`src/rtl/sync_up_counter_pkg.sv`:
```
// -----------------------------------------------------------------------------
// sync_up_counter_pkg
//
// Shared definitions for the synchronous counter family (up counter now, the
// parameterised down counter later).
//   - MIN_WIDTH / MAX_WIDTH / MIN_MODULUS : legal parameter bounds
//   - max_modulus(width)                  : largest modulus a width can hold
//   - modulus_ok(width, modulus)          : parameter legality predicate
//   - clamp_load(val, modulus)            : min(val, modulus-1), used so a
//                                           parallel load can never place the
//                                           counter outside its sequence
// -----------------------------------------------------------------------------
package sync_up_counter_pkg;

    localparam int unsigned MIN_WIDTH   = 1;
    localparam int unsigned MAX_WIDTH   = 16;
    localparam int unsigned MIN_MODULUS = 2;

    function automatic int unsigned max_modulus(input int unsigned width);
        return 32'd1 << width;
    endfunction

    function automatic bit modulus_ok(input int unsigned width,
                                      input int unsigned modulus);
        return (width >= MIN_WIDTH) && (width <= MAX_WIDTH) &&
               (modulus >= MIN_MODULUS) && (modulus <= max_modulus(width));
    endfunction

    function automatic int unsigned clamp_load(input int unsigned val,
                                               input int unsigned modulus);
        return (val < modulus) ? val : (modulus - 32'd1);
    endfunction

endpackage

```
`src/rtl/sync_up_counter_tff_cell.sv`:
```
// -----------------------------------------------------------------------------
// tff_cell
//
// One bit of the counter: a falling-edge toggle flip-flop with synchronous
// reset and a parallel-load override. q and qbar are both registered so that
// qbar is never a combinational inversion hanging off the cell.
//
// Ports
//   clk  : in  - clock, state changes on the falling edge
//   rst  : in  - synchronous active-high reset (q=0, qbar=1), highest priority
//   ld   : in  - load override, q takes d
//   d    : in  - load data
//   t    : in  - toggle request
//   q    : out - cell state
//   qbar : out - registered complement of q
// -----------------------------------------------------------------------------
module tff_cell (
    input  logic clk,
    input  logic rst,
    input  logic ld,
    input  logic d,
    input  logic t,
    output logic q,
    output logic qbar
);

    logic bit_d;
    logic bit_q;
    logic bitn_d;
    logic bitn_q;

    always_comb begin
        bit_d = bit_q;
        if (rst) begin
            bit_d = 1'b0;
        end else if (ld) begin
            bit_d = d;
        end else if (t) begin
            bit_d = ~bit_q;
        end
        bitn_d = ~bit_d;
    end

    // NOTE: registers use non-blocking assignment so every cell samples the
    // pre-edge state of its neighbours; blocking here would race the chain.
    always_ff @(negedge clk) begin
        bit_q  <= bit_d;
        bitn_q <= bitn_d;
    end

    assign q    = bit_q;
    assign qbar = bitn_q;

endmodule

```
`src/rtl/sync_up_counter.sv`:
```
// -----------------------------------------------------------------------------
// sync_up_counter
//
// Modulo-MODULUS synchronous up counter built from WIDTH toggle cells.
// Priority on each falling edge: rst > load > en > hold. Loads are clamped to
// MODULUS-1, so the count never leaves 0..MODULUS-1.
//
// Parameters
//   WIDTH   : counter width, 1..16
//   MODULUS : sequence length, 2..2^WIDTH
//
// Ports
//   clk      : in  - clock, state changes on the falling edge
//   rst      : in  - synchronous active-high reset
//   en       : in  - count enable / cascade carry-in
//   load     : in  - parallel load strobe
//   load_val : in  - load data (clamped to MODULUS-1)
//   q        : out - current count
//   qbar     : out - registered complement of q
//   tc       : out - terminal count, q == MODULUS-1 (combinational)
//   co       : out - carry-out to next stage's en (combinational)
//   wrap     : out - one-cycle pulse after a MODULUS-1 -> 0 transition
// -----------------------------------------------------------------------------
module sync_up_counter
    import sync_up_counter_pkg::*;
#(
    parameter int unsigned WIDTH   = 4,
    parameter int unsigned MODULUS = 16
) (
    input  logic             clk,
    input  logic             rst,
    input  logic             en,
    input  logic             load,
    input  logic [WIDTH-1:0] load_val,
    output logic [WIDTH-1:0] q,
    output logic [WIDTH-1:0] qbar,
    output logic             tc,
    output logic             co,
    output logic             wrap
);

    if (!modulus_ok(WIDTH, MODULUS)) begin : g_param_check
        $error("sync_up_counter: WIDTH=%0d MODULUS=%0d out of range", WIDTH, MODULUS);
    end

    localparam logic [WIDTH-1:0] MAX_COUNT = WIDTH'(MODULUS - 32'd1);

    logic [WIDTH-1:0] load_clamped;
    logic [WIDTH-1:0] nxt;
    logic [WIDTH-1:0] t;
    logic             wrap_d;
    logic             wrap_q;

    // NOTE: every output of a combinational block gets a default first so no
    // path leaves it unassigned and a latch is never inferred.
    always_comb begin
        load_clamped = WIDTH'(clamp_load(32'(load_val), MODULUS));
        tc           = (q == MAX_COUNT);
        co           = tc & en & ~load & ~rst;

        // Reset is applied inside the cells, so nxt only covers load/count/hold.
        nxt = q;
        if (load) begin
            nxt = load_clamped;
        end else if (en) begin
            // Explicit wrap handles non-power-of-two moduli; for 2^WIDTH it
            // matches the natural overflow of q + 1.
            nxt = tc ? '0 : q + WIDTH'(1);
        end

        // Toggle exactly the bits that differ; for plain counting with a
        // power-of-two modulus this is the en & q[0] & ... & q[i-1] chain.
        t = q ^ nxt;

        // co already excludes rst and load, so it is the wrap condition.
        wrap_d = co;
    end

    for (genvar i = 0; i < WIDTH; i++) begin : g_cell
        tff_cell u_cell (
            .clk  (clk),
            .rst  (rst),
            .ld   (load),
            .d    (load_clamped[i]),
            .t    (t[i]),
            .q    (q[i]),
            .qbar (qbar[i])
        );
    end

    always_ff @(negedge clk) begin
        if (rst) begin
            wrap_q <= 1'b0;
        end else begin
            wrap_q <= wrap_d;
        end
    end

    assign wrap = wrap_q;

endmodule
```
`config.mk`:
```
export PLATFORM = sky130hd
export DESIGN_NAME = sync_up_counter
export DESIGN_NICKNAME = d
export VERILOG_FILES = /design/src/rtl/sync_up_counter_pkg.sv /design/src/rtl/sync_up_counter_tff_cell.sv /design/src/rtl/sync_up_counter.sv
export SDC_FILE = /design/constraint.sdc
export NUM_CORES = 1
export LEC_CHECK = 0
export CAP_MARGIN = 20
export CORE_AREA = 2 2 44 46
export CTS_CLUSTER_SIZE = 40
export DETAILED_ROUTE_END_ITERATION = 16
export DIE_AREA = 0 0 46 48
export HOLD_SLACK_MARGIN = 0.02
export SLEW_MARGIN = 20
export SYNTH_ARGS = -nofsm -noshare
export SYNTH_HDL_FRONTEND = slang
export SYNTH_HIERARCHICAL = 1
export SYNTH_SLANG_ARGS = --single-unit
```
`constraint.sdc`:
```
create_clock -name clk -period 1.85 [get_ports clk]
set_input_delay 0.185 -clock clk [delete_from_list [all_inputs] [get_ports clk]]
set_output_delay 0.185 -clock clk [all_outputs]
set_load 0.01 [all_outputs]
```
## Word-level counts from Yosys, hierarchy flattened

Cells that the tools add are included.

- Add/subtract/negate cells: 1
- Multipliers: 0
- Divide/modulo/power cells: 0
- $lt $le $gt $ge: 0
- Eq/ne operators: 1
- Shift-type cells: 0
- Mux-type cells: 15
- Bitwise logic cells: 14
- Reductions and logical operators: 0

Operators with widths:

| kind | count |
|---|---|
| 1-bit 2-to-1 mux | 12 |
| 4-bit 2-to-1 mux | 3 |
| 1-bit inverter | 10 |
| 4-bit by 1-bit adder with 4-bit output, second input constant | 1 |
| 4-bit == test, second input constant | 1 |
| 4-bit XOR | 1 |
| 1-bit bitwise AND | 3 |

- Register bits: 9
- Bits in latches: 0
- RAM bits: 0
- Bits in read-only memories: 0
- Input port bits: 8
- Output and inout port bits: 11
- Memories: 0

## Depth between registers and ports, before layout

- Word-level depth: 9
- Mapped depth: 5
- Depth with buffers taken out: 5

## Cells and area by module

The synthesis kept the hierarchy.

By module, submodules not included:

| module | instances | cells each | area each (um2) | seq. area each (um2) |
|---|---|---|---|---|
| tff_cell | 4 | 8 | 80.1 | 40.0 |
| sync_up_counter | 1 | 19 | 172.7 | 20.0 |

==> impl_metrics.yaml <==
clock_network:
  cts_inserted_buffers: 3
  clock-root-buffer: "clkbuf_4"
  clk_latency_ps: 340
  cts_tree: "built"
  cts.htree.levels: 1
  ctsLongestPathBuffers: 2
  clock_sinks: 9
  clkTransAtPathRegs_ps: 30
sta:
  relSlewSlack: 0.840
  hold_viol_final: 0
  rsz0062_at_grt: "true"
  final.setup_skew_ps: 13.0
  drv_slew: 0
  setup_violations: 9
  worstMarginPinSlew_ps: 239
  setup_slack_ps: -508
setup_path:
  crit_type: "reg2out"
  cp-startpoint: "g_cell[1].u_cell/q$_DFF_N_"
  critical_path_required_ps: 1660
  arrival_ps: 2170
  endpoint_kind: "primary output"
  r2r_start: "g_cell[0].u_cell/q$_DFF_N_"
  crit_path_start_kind: "register"
  worst-path-max-fanout: 2
placement:
  dpl.hpwl_um: 939
  io_buffers: 18
  dpl_cell_area_um2: 806
  place_inst: 97
  gp_congestion: 0.697
synthesis:
  synth_common_cells: "dfxtp_1, inv_1, xor2_1"
  ys_ff_latch: 9
  yosysUniqueCellTypes: 16
  syn_area_um2: 493
  synth_top_cell_area_share: 0.365
  synthTopCellsByArea: "dfxtp_1, xor2_1, o211a_1"
  ys_warn_count: 6
  synth_xor_area_frac: 0.160
  ys_seq_area_frac: 0.365
  synth_edf_count: 0
  synth_compound_gate_area_share: 0.216
  async_flop_share: 0
  synth_simple_gate_area_frac: 0.145
  synth_top_family_by_area: "compound AO/OA/AOI/OAI gates"
  yosys.area.top_type: "dfxtp_1"
  yosys.area_share.adder: 0.0254
  synth.mux.area_fraction: 0.0203
  postSynthCellCount: 51
  ys.flop_type: "dfxtp_1"
  syn_nets: 60
  avgSynthCellArea_um2: 9.67
worst_hold_path:
  worst_hold_startpoint: "g_cell[1].u_cell/q$_DFF_N_"
  hp-class: "reg2reg"
detailed_routing:
  wl_um: 1300
  vias_per_cell: 4.75
  drc: 0
  avgRoutedWirePerCell_um: 11.4
  drtIter0Drc: 12
  vias: 542
  ant_nets: 0
  dr.pass1.iters: 2
layout:
  stdcell_count: 114
  fin_area_um2: 905
  drive_above_1_share: 0.485
  area_growth_pct: 83.5
  fin_nets: 107
  num_antenna_cells: 0
  final_util: 0.536
floorplanning:
  io_pins: 19
  core-area_um2: 1690
  dieWidth_um: 46
  initial_core_util: 0.292
  rows: 15
  fp.dieH_um: 48
  die_area_um2: 2210
power:
  clkPwrFrac: 0.347
  p_int_uw: 441
  switching_share: 0.335
  p_seq_frac: 0.341
  leakagePower_uw: 0.000519
  power.share.combinational: 0.312
  p_switching_uw: 222
  irDropWorstVdd_mv: 0.344
  power-per-cell-area_nw_per_um2: 732
grt:
  grt_max_degree: 9
  grt_pass1_wl_um: 1850
  grt_usage: 0.123
  grt-ovfl-total: 0
  grt_pass1_vias: 466
  antenna_found_initial: 0
outcome:
  status: "complete, but fails checks"
  violations: "negative setup slack"
job:
  maxCapViolations: 0
## cell type report
| type | instances | area (µm²) |
|---|---|---|
| Clock buffer | 3 | 22.5 |
| Clock inverter | 10 | 37.5 |
| Fill cell | 175 | 785 |
| Inverter | 4 | 15.0 |
| Multi-Input combinational cell | 33 | 309 |
| Sequential cell | 9 | 191 |
| Tap cell | 17 | 21.3 |
| Timing Repair Buffer | 38 | 308 |
## registers in the layout, summed over array words and instances (netlist names)
| register | count |
|---|---|
| g_cell.u_cell/qbar | 4 |
| g_cell.u_cell/q | 4 |
| wrap | 1 |
## placed cells by master (no fill, tap or decap)
master | netlist | layout
clkbuf_4 | 0 | 3
nand2_1 | 1 | 1
and3_4 | 0 | 1
a22o_1 | 3 | 3
dfxtp_2 | 0 | 3
nor2b_4 | 0 | 1
clkbuf_2 | 0 | 2
buf_6 | 0 | 9
buf_2 | 0 | 6
o211a_1 | 4 | 4
inv_1 | 9 | 14
o211ai_1 | 4 | 4
mux2i_1 | 1 | 1
dfxtp_1 | 9 | 4
xnor2_1 | 1 | 1
dfxtp_4 | 0 | 2
nand4b_1 | 1 | 1
xor2_1 | 8 | 7
nand2b_1 | 4 | 4
ha_4 | 0 | 1
a32o_2 | 0 | 1
xor2_2 | 0 | 1
clkdlybuf4s50_1 | 0 | 1
and3b_1 | 2 | 2
dlygate4sd2_1 | 0 | 1
buf_4 | 0 | 17
clkdlybuf4s15_1 | 0 | 2
## power by group through the flow
stage	logic, µW	registers (µW)	clock network, µW
final	207	226	230
after detailed placement	184	226	47.3
after CTS	181	225	246
after global routing	225	227	260
after global placement	183	226	47.3
after floorplan	70.1	244	47.3
## worst max-delay path, cell delays in order (launching register included)
cell and delay, ps:
dfxtp_4 340, ha_4 160, and3_4 140, and3b_1 150
buf_2 130
## stage by stage
stage | total power [µW] | setup WS [ps] | hold slack, ps | TNS (ps)
5_1_grt | 712 | -554 | 796 | -2060
2_1_floorplan | 361 | -186 | 553 | -446
6_report | 662 | -508 | 759 | -1700
3_5_place_dp | 458 | -700 | 655 | -8090
4_1_cts | 651 | -528 | 667 | -1900
3_3_place_gp | 456 | -677 | 655 | -7900
## final timing paths
path                                                       to  slack, ps  cells past startpoint
worst max register to register     g_cell[3].u_cell/q$_DFF_N_        240                      7
worst min register to register  g_cell[1].u_cell/qbar$_DFF_N_        760                      3
worst max-delay path                                       co       -510                      4
worst min-delay path            g_cell[1].u_cell/qbar$_DFF_N_        760                      3
## cell families (layout without fill, tap and decap cells)
logic type	Yosys count	after routing
AOI/OAI and AO/OA	12	12
DFF	9	9
adders and majority gates	1	1
buffers and inverters	9	55
muxes	1	1
and+or+nand+nor	10	10
xor gates and xnor gates	9	9
## layer usage
metal	wire length, µm	vias up	share of wire	GRT usage
met5	0	-	0	0
met4	21	0	0.016	0.137
met3	106	2	0.081	0.0491
met2	665	21	0.51	0.172
li1	-	267	-	-
met1	510	252	0.39	0.134
## timing repair
item,4_1_cts,5_1_grt
gates resized for setup,62,11
setup buffers,1,8
pin swaps,9,5
endpoints found under the hold margin,0,0
setup endpoints to repair,19,14
hold buffers,0,0
Note: power is estimated with default switching activity, not from simulation.
